[config.mk]
export PLATFORM = sky130hd
export DESIGN_NAME = dmem_lsu
export DESIGN_NICKNAME = d
export VERILOG_FILES = /design/src/rtl/dmem_lsu.sv
export SDC_FILE = /design/constraint.sdc
export NUM_CORES = 1
export LEC_CHECK = 0
export ABC_AREA = 1
export ABC_CLOCK_PERIOD_IN_PS = 1900
export BUFFER_PORTS_ARGS = -buffer_cell sky130_fd_sc_hd__buf_2
export CAP_MARGIN = 20
export CELL_PAD_IN_SITES_DETAIL_PLACEMENT = 1
export CELL_PAD_IN_SITES_GLOBAL_PLACEMENT = 1
export CORE_MARGIN = 2
export CORE_UTILIZATION = 34
export CTS_BUF_LIST = sky130_fd_sc_hd__clkbuf_16
export CTS_CLUSTER_SIZE = 8
export DETAILED_ROUTE_END_ITERATION = 10
export GPL_TIMING_DRIVEN = 0
export PLACE_DENSITY_LB_ADDON = 0.1
export SLEW_MARGIN = 0
export SYNTH_ARGS = -nofsm -noshare
export SYNTH_HDL_FRONTEND = slang
export SYNTH_SLANG_ARGS = --single-unit
[constraint.sdc]
create_clock -name clk -period 1.9 [get_ports clk]
set_input_delay 0.19 -clock clk [delete_from_list [all_inputs] [get_ports clk]]
set_output_delay 0.19 -clock clk [all_outputs]
set_load 0.01 [all_outputs]
[src/rtl/dmem_lsu.sv]
// rtl/dmem_lsu.sv - RV32I memory-stage load/store unit
// Decodes width/alignment, drives the dmem handshake and extends load results.
module dmem_lsu (
  input  logic        clk,
  input  logic        rst_n,
  input  logic        req_valid,
  input  logic        req_write,
  input  logic [2:0]  req_funct3,
  input  logic [31:0] req_addr,
  input  logic [31:0] req_wdata,
  output logic        stall,
  output logic        load_valid,
  output logic [31:0] load_data,
  output logic        fault,
  output logic        dmem_read,
  output logic        dmem_write,
  output logic [31:0] dmem_addr,
  output logic [31:0] dmem_wdata,
  output logic [3:0]  dmem_byte_enable,
  input  logic [31:0] dmem_rdata,
  input  logic        dmem_resp
);

  typedef enum logic [1:0] {
    S_IDLE = 2'd0,
    S_BUSY = 2'd1,
    S_DONE = 2'd2
  } state_t;

  state_t      r_state;
  logic        r_read;
  logic        r_write;
  logic [31:0] r_addr;
  logic [31:0] r_wdata;
  logic [3:0]  r_be;
  logic [2:0]  r_funct3;
  logic [1:0]  r_offset;
  logic        r_load_valid;
  logic [31:0] r_load_data;

  logic [1:0]  w_size;
  logic        w_f3_ok;
  logic        w_align_ok;
  logic        w_legal;
  logic        w_idle_req;
  logic [3:0]  w_be;
  logic [31:0] w_wdata;
  logic [7:0]  w_lane_byte;
  logic [15:0] w_lane_half;
  logic [31:0] w_load_ext;

  // funct3[1:0] encodes log2 of the access size; 3 is never a valid width
  assign w_size = req_funct3[1:0];

  always_comb begin
    w_f3_ok = 1'b0;
    if (req_write) begin
      w_f3_ok = !req_funct3[2] && (w_size != 2'd3);
    end else begin
      w_f3_ok = (w_size != 2'd3) && !(req_funct3[2] && (w_size == 2'd2));
    end
  end

  always_comb begin
    w_align_ok = 1'b0;
    case (w_size)
      2'd0:    w_align_ok = 1'b1;
      2'd1:    w_align_ok = !req_addr[0];
      2'd2:    w_align_ok = (req_addr[1:0] == 2'b00);
      default: w_align_ok = 1'b0;
    endcase
  end

  assign w_legal    = w_f3_ok && w_align_ok;
  assign w_idle_req = (r_state == S_IDLE) && req_valid;

  always_comb begin
    w_be    = 4'b1111;
    w_wdata = req_wdata;
    case (w_size)
      2'd0: begin
        w_be    = 4'b0001 << req_addr[1:0];
        w_wdata = {4{req_wdata[7:0]}};
      end
      2'd1: begin
        w_be    = req_addr[1] ? 4'b1100 : 4'b0011;
        w_wdata = {2{req_wdata[15:0]}};
      end
      default: begin
        w_be    = 4'b1111;
        w_wdata = req_wdata;
      end
    endcase
  end

  always_comb begin
    w_lane_byte = dmem_rdata[7:0];
    case (r_offset)
      2'd0:    w_lane_byte = dmem_rdata[7:0];
      2'd1:    w_lane_byte = dmem_rdata[15:8];
      2'd2:    w_lane_byte = dmem_rdata[23:16];
      default: w_lane_byte = dmem_rdata[31:24];
    endcase
  end

  assign w_lane_half = r_offset[1] ? dmem_rdata[31:16] : dmem_rdata[15:0];

  always_comb begin
    w_load_ext = dmem_rdata;
    case (r_funct3)
      3'd0:    w_load_ext = {{24{w_lane_byte[7]}}, w_lane_byte};
      3'd1:    w_load_ext = {{16{w_lane_half[15]}}, w_lane_half};
      3'd4:    w_load_ext = {24'd0, w_lane_byte};
      3'd5:    w_load_ext = {16'd0, w_lane_half};
      default: w_load_ext = dmem_rdata;
    endcase
  end

  always_ff @(posedge clk or negedge rst_n) begin
    if (!rst_n) begin
      r_state      <= S_IDLE;
      r_read       <= 1'b0;
      r_write      <= 1'b0;
      r_addr       <= 32'd0;
      r_wdata      <= 32'd0;
      r_be         <= 4'd0;
      r_funct3     <= 3'd0;
      r_offset     <= 2'd0;
      r_load_valid <= 1'b0;
      r_load_data  <= 32'd0;
    end else begin
      r_load_valid <= 1'b0;
      case (r_state)
        S_IDLE: begin
          if (req_valid && w_legal) begin
            r_state  <= S_BUSY;
            r_read   <= !req_write;
            r_write  <= req_write;
            r_addr   <= {req_addr[31:2], 2'b00};
            r_wdata  <= w_wdata;
            r_be     <= w_be;
            r_funct3 <= req_funct3;
            r_offset <= req_addr[1:0];
          end
        end
        S_BUSY: begin
          if (dmem_resp) begin
            r_state <= S_DONE;
            r_read  <= 1'b0;
            r_write <= 1'b0;
            if (r_read) begin
              r_load_data  <= w_load_ext;
              r_load_valid <= 1'b1;
            end
          end
        end
        S_DONE: begin
          // the instruction that just completed is still presented; never re-accept it
          r_state <= S_IDLE;
        end
        default: r_state <= S_IDLE;
      endcase
    end
  end

  assign stall            = (w_idle_req && w_legal) || (r_state == S_BUSY);
  assign fault            = w_idle_req && !w_legal;
  assign load_valid       = r_load_valid;
  assign load_data        = r_load_data;
  assign dmem_read        = r_read;
  assign dmem_write       = r_write;
  assign dmem_addr        = r_addr;
  assign dmem_wdata       = r_wdata;
  assign dmem_byte_enable = r_be;

endmodule

======== Yosys cells after proc, flatten, opt, wreduce, memory -nomap -nowiden ========
Index checks and enable logic that the tools add are counted.
storage, ports and cells
  input port bits ......................... 104
  bits in latches ......................... 0
  bits in writable memories ............... 0
  memories ................................ 0
  bits in read-only memories .............. 0
  register bits ........................... 108
cells by class
  bitwise logic cells ..................... 0
  add/sub/neg operators ................... 0
  equal/unequal tests ..................... 11
  reduce and logical (&&, ||, !) cells .... 24
  divide/modulo/power cells ............... 0
  $mul .................................... 0
  multiplexer cells ....................... 19
  shift operators ......................... 1
  $lt $le $gt $ge ......................... 0
operators by type and width
  kind                                             number
  case mux 32 bit (4 select lines)                 1
  case mux 32 bit (2 select lines)                 1
  case mux 8 bit (3 select lines)                  1
  two-way mux 16 bit                               1
  logical AND 1 bit                                8
  zero test 2 bit                                  4
  case mux 4 bit (2 select lines)                  1
  two-way mux 1 bit                                7
  == test 2 x 1 -> 1 bit, second input constant    3
  == test 3 bit, second input constant             2
  AND reduction 3 bit                              2
  zero test 1 bit                                  5
  == test 2 bit, second input constant             2
  two-way mux 2 bit                                2
  two-way mux 4 bit                                1
  != test 2 bit, second input constant             2
  case mux 1 bit (2 select lines)                  2
  case mux 2 bit (2 select lines)                  1
  AND reduction 2 bit                              2
  << shifter 1 x 2 -> 4 bit, first input constant  1
  == test 3 x 1 -> 1 bit, second input constant    1
  zero test 3 bit                                  1
  case mux 1 bit (3 select lines)                  1
  != test 2 x 1 -> 1 bit, second input constant    1
  other kinds (2)                                  2

======== Longest topological paths before layout ========
Gate-level depths: netlist of the first run.
  depth in word-level cells ............... 9
  depth in mapped cells ................... 9
  mapped depth without buffers ............ 8

======== Worst setup path after synthesis of the first run ========
Ideal clock, no wire load.
  path type ............................... register to output
  start point ............................. register r_state[1]
  end point ............................... output stall
  stages on the path, launching flop included .. 7
  setup slack ............................. 0.420 ns
  buffers on the path ..................... 2
  data arrival time ....................... 1.290 ns
  required time ........................... 1.710 ns
  cells stage by stage .................... dfrtp_1 or2_1 nor2_4 nand2_2 buf_2 buf_2 nand2_1
on the way
  longest elaborated chain between the ends .. 4
  elaborated cells between the ends (all ways) .. 5
  classes of those cells .................. 1 x eq/ne; 4 x reduce/logical
ends and longest elaborated chain
  item                    RTL line  source
  from (decl)             30        state_t r_state;
  from (signal assigned)  121       r_state <= S_IDLE;
  from (signal assigned)  136       r_state <= S_BUSY;
  from (signal assigned)  148       r_state <= S_DONE;
  zero test 2 bit         75        assign w_idle_req = (r_state == S_IDLE) && req_valid;
  logical AND 1 bit       75
  logical AND 1 bit       166       assign stall = (w_idle_req && w_legal) || (r_state == S_BUSY);
  logical OR 1 bit *      166
  to (decl)               11        output logic stall,
Every way passes the cells marked *; elsewhere a longest branch is shown, timed or not.

======== Final worst setup path of the first run ========
  start point ............................. register r_state[0]
  end point ............................... output stall
Same word-level chain as after synthesis.

==> results of run 1 <==
==> cell type report <==
class,count,share of cell area
Clock buffer,9,0.0327
Sequential cell,108,0.392
Tap cell,188,0.0341
Clock inverter,7,0.00872
Multi-Input combinational cell,479,0.310
Timing Repair Buffer,209,0.157
Buffer,41,0.0267
Inverter,71,0.0387
==> timing repair <==
item                                    4_1_cts  5_1_grt
setup buffers                                 1        0
endpoints found under the setup margin        1        1
pin swaps                                     1        0
resized for setup                             1        0
hold buffers                                  1        0
hold endpoints to repair                     56        0
==> through the flow <==
stage / cell area [um2] / util / TNS, ns / power, uW
finish: 6890 / 0.453 / 0 / 8590
global route: 6890 / 0.453 / -0.0119 / 9230
floorplan: 5300 / - / 0 / 5290
global placement: 6560 / 0.432 / -71.45 / 6640
detailed placement: 6590 / 0.434 / 0 / 6800
CTS: 6890 / 0.453 / 0 / 8720
==> cell families after synthesis <==
family                 after synthesis
AND/OR/NAND/NOR                    375
buffers and inverters              114
flip-flops                         108
AO/OA/AOI/OAI                      102
other                                1
==> final timing paths <==
| check | depth (start not counted) | end | from | slack (ns) |
|---|---|---|---|---|
| max reg2reg | 6 | dmem_wdata[11]$_DFFE_PN0P_ | r_state[0]$_DFFE_PN0P_ | 0.16 |
| min reg2reg | 2 | dmem_addr[16]$_DFFE_PN0P_ | dmem_addr[16]$_DFFE_PN0P_ | 0.47 |
| min | 3 | dmem_addr[3]$_DFFE_PN0P_ | req_addr[3] | 0.07 |
| min in group asynchronous | 2 | load_data[12]$_DFFE_PN0P_ | rst_n | 0.47 |
| max in group asynchronous | 3 | dmem_addr[30]$_DFFE_PN0P_ | rst_n | 0.69 |
| max | 5 | stall | r_state[0]$_DFFE_PN0P_ | 0.08 |
==> layer usage <==
layer | GRT usage | wire, um | vias up
met5 | 0 | 0 | -
met4 | 0.0838 | 459 | 0
met3 | 0.0486 | 1120 | 32
met2 | 0.393 | 9200 | 156
met1 | 0.268 | 7660 | 2626
li1 | - | - | 2631
==> worst min-delay path, delay by kind of cell <==
family                 cells  cell delay, ns
buffers and inverters      1            0.07
AND/OR/NAND/NOR            2            0.12
==> synthesized netlist by cell type <==
| library cell | instances | share of area |
|---|---|---|
| nand2_1 | 241 | 0.17 |
| dfrtp_1 | 108 | 0.51 |
| nand3_1 | 72 | 0.068 |
| inv_1 | 67 | 0.048 |
| a21oi_1 | 41 | 0.039 |
| o21ai_0 | 38 | 0.036 |
| nor2_1 | 32 | 0.023 |
| clkbuf_1 | 22 | 0.016 |
| or2_2 | 16 | 0.019 |
| buf_2 | 14 | 0.013 |
| o21ai_1 | 10 | 0.0095 |
| o211ai_1 | 7 | 0.0099 |
| o21a_1 | 5 | 0.0071 |
| buf_1 | 4 | 0.0028 |
| nor3_1 | 4 | 0.0038 |
| nand4_1 | 3 | 0.0035 |
| nor2_2 | 3 | 0.0035 |
| buf_4 | 2 | 0.0028 |
| clkinv_1 | 2 | 0.0014 |
| inv_2 | 2 | 0.0014 |
| nand2_2 | 2 | 0.0024 |
| buf_6 | 1 | 0.0021 |
| conb_1 | 1 | 0.00071 |
| nor2_4 | 1 | 0.0021 |
| o21ai_4 | 1 | 0.0031 |
| or2_1 | 1 | 0.0012 |
==> flip-flops by register name (all words and copies together), names as in the netlist <==
name,count
r_offset,2
load_valid,1
dmem_byte_enable,4
r_funct3,3
dmem_write,1
dmem_addr,30
dmem_wdata,32
load_data,32
dmem_read,1
r_state,2
==> where the power goes <==
group | internal (uW) | switching (uW) | total [uW]
Clock | 1010 | 862 | 1870
Combinational | 1270 | 1970 | 3230
Sequential | 3080 | 412 | 3490
Total | 5350 | 3240 | 8590
==> flow_summary.ini, run 1 <==
[floorplan]
die_w_um = 129
die-area_um2 = 16600
coreArea_um2 = 15200
die-height_um = 129
pin_count = 209
rows = 45
start_util = 0.348

[clock_network]
clockBufferDepth = 2
cts_buffers = 9
worstSkewPairLatency_ns = 0.35
cts_max_level = 3
tritoncts = done
clkSlewWorstSetupHoldPaths_ns = 0.07
clock-sinks = 108
clock-root-buffer = clkbuf_16

[routing]
avgViaCountPerCell = 4.90
drc = 0
ant_nets = 0
routed_wl_mm = 18.4
drtPass1Iterations = 4
wl_per_cell_um = 16.6
vias = 5445
drt_iter0_drc = 189

[final_layout]
final_cell_mix = 241 x nand2_1, 217 x buf_2, 108 x dfrtp_1
layout.cells.non_filler = 1112
register_area_um2 = 2700
multi_input_area_um2 = 2140
fill_cells = 1995
layout.nets = 1023
drive_gt1_frac = 0.284
syn2layout_area_growth_pct = 30.2
antenna_cells = 0
layout_commonest_cell = nand2_1

[worst_setup_path]
slowest_delay_ns = 0.40
startpoint_type = register
crit_arrival_ns = 1.63
critPathSlowestCell = dfrtp_1
path_delay_family = simple AND/OR/NAND/NOR gates
crit_path_end_kind = output port
required_ns = 1.71
critPathBufInv = 1
cp_max_fo = 24
path_cells = or2_1 > nor2_4 > nand2_4 > nand2_1 > buf_2
crit_type = reg -> out

[placed_design]
dpl_worst_slack_ns = 0.0979
place_congestion = 0.881
dp_hpwl_mm = 14.1
dpl.cell_count = 1096
port_buffers = 206

[yosys]
ys_seq_area_frac = 0.511
mappedNetlistArea_um2 = 5290
synth.distinct_cells = 26
synth_xor_area_frac = 0
yosys.area_share.adder = 0
avgSynthCellArea_um2 = 7.56
synthCells = 700
ys_warn_count = 0
synth_seq_cells = 108
muxShareOfSynthArea = 0
synth_top_family_by_area = simple AND/OR/NAND/NOR gates
synth_compound_area_frac = 0.104
synthSimpleGateAreaFrac = 0.297

[sta]
fmax_mhz = 549
fin_ws_ns = 0.0774
worst_slew_pin_slew_ns = 0.775
hold_viol = 0
fin_skew_ns = 0.00815
period_needed_ns = 1.82
timing.slew.headroom = 0.484
post-route-period-util = 0.959
hold_ws_ns = 0.0673
finalSetupViolCount = 0
final_max_slew_viol_count = 0
rsz0062_at_grt = yes

[power]
powerDensity_nw_per_um2 = 1250
p_leak_uw = 0.00397
irDropWorstVdd_v = 0.000467

[hold_path]
hold_path_class = in -> reg

[global_routing]
grt-ovfl-total = 0
grt_pass1_wl_mm = 28.8
antenna_found_initial = 0
track_usage = 0.223
grt_pass1_vias = 5746
grt_max_degree = 58

[flow_run]
drv_cap = 0

[outcome]
status = complete, no violations
No activity file was read; power rests on OpenSTA's default activity.
==> run 2, diff against run 1 <==
--- a/config.mk
+++ b/config.mk
@@ -11,7 +11,7 @@
 export CAP_MARGIN = 20
 export CELL_PAD_IN_SITES_DETAIL_PLACEMENT = 1
 export CELL_PAD_IN_SITES_GLOBAL_PLACEMENT = 1
-export CORE_MARGIN = 2
+export CORE_MARGIN = 10
 export CORE_UTILIZATION = 34
 export CTS_BUF_LIST = sky130_fd_sc_hd__clkbuf_16
 export CTS_CLUSTER_SIZE = 8
==> run 2 against run 1 <==
  * Final area up 0.76%
  * Clock power grew 12%
  * Largest power group unchanged
  * First-iteration DRC count grew 47%
  * Highest routed layer is now met5
  * Critical endpoint unchanged
  * Count of clock-buffer cells in the layout stayed put
  * Setup slack better by 0.029 ns
  * Cell count did not move
==> flow_summary.ini, run 2 (synthesis gave the netlist of run 1 again) <==
[sta]
hold_viol = 0
post-route-period-util = 0.944
worst_slew_pin_slew_ns = 0.669
fin_skew_ns = 0.00579
finalSetupViolCount = 0
hold_ws_ns = 0.0577
timing.slew.headroom = 0.554
final_max_slew_viol_count = 0
fmax_mhz = 558
period_needed_ns = 1.79
rsz0062_at_grt = no

[outcome]
status = complete, no violations

[hold_path]
hold_path_class = in -> reg

[routing]
ant_nets = 0
drtPass1Iterations = 4
wl_per_cell_um = 17.6
avgViaCountPerCell = 4.82
drt_iter0_drc = 277
routed_wl_mm = 19.5
vias = 5359
drc = 0

[final_layout]
antenna_cells = 0
drive_gt1_frac = 0.285
final_cell_mix = 241 x nand2_1, 217 x buf_2, 108 x dfrtp_1
layout.nets = 1023
layout_commonest_cell = nand2_1
syn2layout_area_growth_pct = 31.2
layout.cells.non_filler = 1112
fill_cells = 2001
multi_input_area_um2 = 2150
register_area_um2 = 2700

[floorplan]
coreArea_um2 = 15200
die-area_um2 = 21000
pin_count = 209
die_w_um = 145
start_util = 0.348
die-height_um = 145
rows = 45

[global_routing]
grt_pass1_vias = 5874
grt-ovfl-total = 0
met3_usage = 0.0590
grt_pass1_wl_mm = 30.7
use_met1 = 0.212
antenna_found_initial = 2
track_usage = 0.188
grt_max_degree = 63
grt_util_met2 = 0.327
grt_most_used_layer = met2

[worst_setup_path]
cp_max_fo = 24
crit_path_end_kind = output port
crit_type = reg -> out
crit_arrival_ns = 1.60
required_ns = 1.71
startpoint_type = register

[clock_network]
cts_buffers = 9
clock-root-buffer = clkbuf_16
clockBufferDepth = 2
clkSlewWorstSetupHoldPaths_ns = 0.07
tritoncts = done
worstSkewPairLatency_ns = 0.36
cts_max_level = 3
clock-sinks = 108

[placed_design]
dp_hpwl_mm = 15.3
dpl.cell_count = 1096
place_congestion = 0.884
port_buffers = 206

[flow_run]
drv_cap = 0

[power]
powerDensity_nw_per_um2 = 1270
irDropWorstVdd_v = 0.000478
p_leak_uw = 0.00397
[run 2: routing by layer]
metal  vias to the layer above  routed length [um]  share of wire
li1                       2639                   -              -
met3                        28                1510          0.077
met1                      2548                7980           0.41
met2                       140                9610           0.49
met5                         -                  26         0.0013
met4                         4                 395          0.020
[run 2: final cells by class]
cell class	count	share of cell area
clock buffers	9	0.0324
clock inverters	7	0.0142
inverters	71	0.0384
flip-flops and latches	108	0.389
repair buffers	209	0.155
multi-input cells	479	0.310
plain buffers	41	0.0265
well taps	188	0.0339
[run 2: final timing paths]
kind	depth (start not counted)	slack [ns]	from	to
min reg2reg	2	0.47	dmem_addr[6]$_DFFE_PN0P_	dmem_addr[6]$_DFFE_PN0P_
max in group asynchronous	3	0.74	rst_n	r_offset[1]$_DFFE_PN0P_
max	5	0.11	r_state[0]$_DFFE_PN0P_	stall
min	3	0.06	req_addr[11]	dmem_addr[11]$_DFFE_PN0P_
min in group asynchronous	2	0.41	rst_n	load_data[12]$_DFFE_PN0P_
max reg2reg	6	0.14	r_state[0]$_DFFE_PN0P_	dmem_byte_enable[2]$_DFFE_PN0P_
[run 2: worst max-delay path, cell delays in order (launching register included)]
cell     delay [ns]
dfrtp_1        0.40
or2_1          0.26
nor2_4         0.18
nand2_8        0.15
nand2_1        0.09
buf_2          0.15
[run 2: repair_timing]
item                                    in CTS  in global routing
hold endpoints to repair                    46                  0
pin swaps                                    1                  1
endpoints found under the setup margin       1                  9
resized for setup                            1                  2
setup buffers                                1                  0
hold buffers                                 1                  0
[run 2: metrics by stage]
step	total power, uW	TNS, ns	setup WS [ns]	cell area, um2	util
after global routing	9530	0	0.0116	6940	0.457
final	8830	0	0.107	6940	0.457
after floorplan	5290	0	0.420	5300	-
after detailed placement	6850	0	0.109	6590	0.434
after global placement	6730	-73.52	-0.695	6560	0.432
after CTS	8980	0	0.0326	6930	0.456
[run 2: where the power goes]
group | internal [uW] | switching (uW) | leakage, uW | total [uW]
Clock | 1160 | 925 | 0.000158 | 2090
Combinational | 1270 | 1960 | 0.00248 | 3230
Sequential | 3080 | 428 | 0.00134 | 3500
==> run 3, diff against run 2 <==
--- a/config.mk
+++ b/config.mk
@@ -6,13 +6,13 @@
 export NUM_CORES = 1
 export LEC_CHECK = 0
 export ABC_AREA = 1
-export ABC_CLOCK_PERIOD_IN_PS = 1900
+export ABC_CLOCK_PERIOD_IN_PS = 1550
 export BUFFER_PORTS_ARGS = -buffer_cell sky130_fd_sc_hd__buf_2
 export CAP_MARGIN = 20
 export CELL_PAD_IN_SITES_DETAIL_PLACEMENT = 1
 export CELL_PAD_IN_SITES_GLOBAL_PLACEMENT = 1
 export CORE_MARGIN = 10
-export CORE_UTILIZATION = 34
+export CORE_UTILIZATION = 31
 export CTS_BUF_LIST = sky130_fd_sc_hd__clkbuf_16
 export CTS_CLUSTER_SIZE = 8
 export DETAILED_ROUTE_END_ITERATION = 10
==> constraint.sdc (replaced) <==
create_clock -name clk -period 1.55 [get_ports clk]
set_input_delay 0.155 -clock clk [delete_from_list [all_inputs] [get_ports clk]]
set_output_delay 0.155 -clock clk [all_outputs]
set_load 0.01 [all_outputs]
==> run 3 against run 2 <==
  * Clock power up 8%
  * Critical endpoint unchanged
  * Sequential cell count unchanged
  * The flow now finishes with violations (setup timing)
  * Final area up 6.5%
==> flow_summary.ini, run 3 (synthesis gave the netlist of run 1 again) <==
[outcome]
status = finished, violations left
violations = setup timing

[power]
p_sw_uw = 4210
power_frac_seq = 0.396
internal_power_uw = 6660
p_leak_uw = 0.00419
irDropWorstVdd_v = 0.000592
pwr-share-clk = 0.207
share_comb_of_total_power = 0.398
powerDensity_nw_per_um2 = 1470
swShare = 0.387

[final_layout]
fill_cells = 2125
layout.cells.non_filler = 1161
antenna_cells = 0
layout.nets = 1040
syn2layout_area_growth_pct = 39.7
register_area_um2 = 2700
utilization = 0.444
final_cell_mix = 232 x nand2_1, 214 x buf_2, 108 x dfrtp_1
layout_commonest_cell = nand2_1
multi_input_area_um2 = 2210
drive_gt1_frac = 0.337

[flow_run]
drv_cap = 0

[sta]
post-route-period-util = 1.15
worst_slew_pin_slew_ns = 0.557
fin_skew_ns = 0.00682
final_max_slew_viol_count = 0
fmax_mhz = 560
setup-tns-final_ns = -4.78
finalSetupViolCount = 43
hold_viol = 0
rsz0062_at_grt = yes
period_needed_ns = 1.79
timing.slew.headroom = 0.628
fin_ws_ns = -0.236

[worst_setup_path]
crit_type = reg -> out
crit_path_end_kind = output port
crit_arrival_ns = 1.63
cp_max_fo = 3
required_ns = 1.39
startpoint_type = register

[placed_design]
dpl.cell_count = 1128
dp_hpwl_mm = 15.9
port_buffers = 206
place_congestion = 0.837
dpl_worst_slack_ns = -0.234

[routing]
ant_nets = 0
avgViaCountPerCell = 4.73
routed_wl_mm = 20.7
drtPass1Iterations = 4
vias = 5493
wl_per_cell_um = 17.8
drc = 0
drt_iter0_drc = 149

[clock_network]
worstSkewPairLatency_ns = 0.36
clockBufferDepth = 2
clock-root-buffer = clkbuf_16
cts_buffers = 9
tritoncts = done
clock-sinks = 108
cts_max_level = 3
clkSlewWorstSetupHoldPaths_ns = 0.08

[global_routing]
grt-ovfl-total = 0
antenna_found_initial = 3
grt_pass1_vias = 6145
track_usage = 0.178
grt_max_degree = 70
grt_pass1_wl_mm = 31.9

[floorplan]
coreArea_um2 = 16600
die-area_um2 = 22700
die-height_um = 151
die_w_um = 151
start_util = 0.318
rows = 47
pin_count = 209

[hold_path]
hold_path_class = in -> reg
## run 3: layout make-up
cell class / instances / share of cell area
Multi-Input combinational cell: 479 / 0.299
Tap cell: 220 / 0.0373
Timing Repair inverter: 1 / 0.00102
Clock buffer: 9 / 0.0305
Clock inverter: 7 / 0.00779
Buffer: 41 / 0.0423
Timing Repair Buffer: 225 / 0.180
Inverter: 71 / 0.0366
Sequential cell: 108 / 0.366
## run 3: path summary, 6_finish.rpt
check	startpoint	to	slack [ns]	cells past startpoint
max in group asynchronous	rst_n	dmem_addr[30]$_DFFE_PN0P_	0.48	3
min reg2reg	dmem_addr[31]$_DFFE_PN0P_	dmem_addr[31]$_DFFE_PN0P_	0.47	2
max	r_state[0]$_DFFE_PN0P_	stall	-0.24	7
min in group asynchronous	rst_n	load_data[3]$_DFFE_PN0P_	0.33	2
min	req_addr[12]	dmem_addr[12]$_DFFE_PN0P_	0.02	3
max reg2reg	r_state[0]$_DFFE_PN0P_	dmem_wdata[18]$_DFFE_PN0P_	-0.15	9
## run 3: power groups by stage
stage	combinational, uW	sequential, uW	clock, uW
floorplan	1750	4740	0
global placement	3970	4310	0
detailed placement	4100	4340	0
CTS	4190	4310	2330
global route	4860	4440	2450
finish	4320	4310	2250
## run 3: timing repair
item                                   in CTS  in global routing
cloned                                      0                  7
endpoints found under the hold margin      39                  0
pin swaps                                   2                  8
buffers inserted                            4                  7
hold buffers                                1                  0
gates resized for setup                    31                 84
setup endpoints to repair                 104                106
## run 3: through the flow
stage	hold WS (ns)	power, uW	cell area, um2
2_1_floorplan	-0.141	6490	5300
3_3_place_gp	0.379	8280	6600
3_5_place_dp	0.187	8440	6630
4_1_cts	0.0165	10800	7040
5_1_grt	0.0265	11700	7390
6_report	0.0219	10900	7390
## run 3: metal layers
| metal | global-route usage | part of all wire | vias up |
|---|---|---|---|
| met4 | 0.0529 | 0.015 | 4 |
| met1 | 0.196 | 0.40 | 2661 |
| met3 | 0.0600 | 0.075 | 21 |
| li1 | - | - | 2675 |
| met5 | 0 | 0.00092 | - |
| met2 | 0.315 | 0.51 | 132 |
## run 3: critical path, stage by stage, from the launching register on
cell	delay [ns]
dfrtp_1	0.41
or2_4	0.26
nor2_4	0.14
nand2_4	0.07
buf_6	0.13
buf_8	0.11
nand2_4	0.04
buf_6	0.10
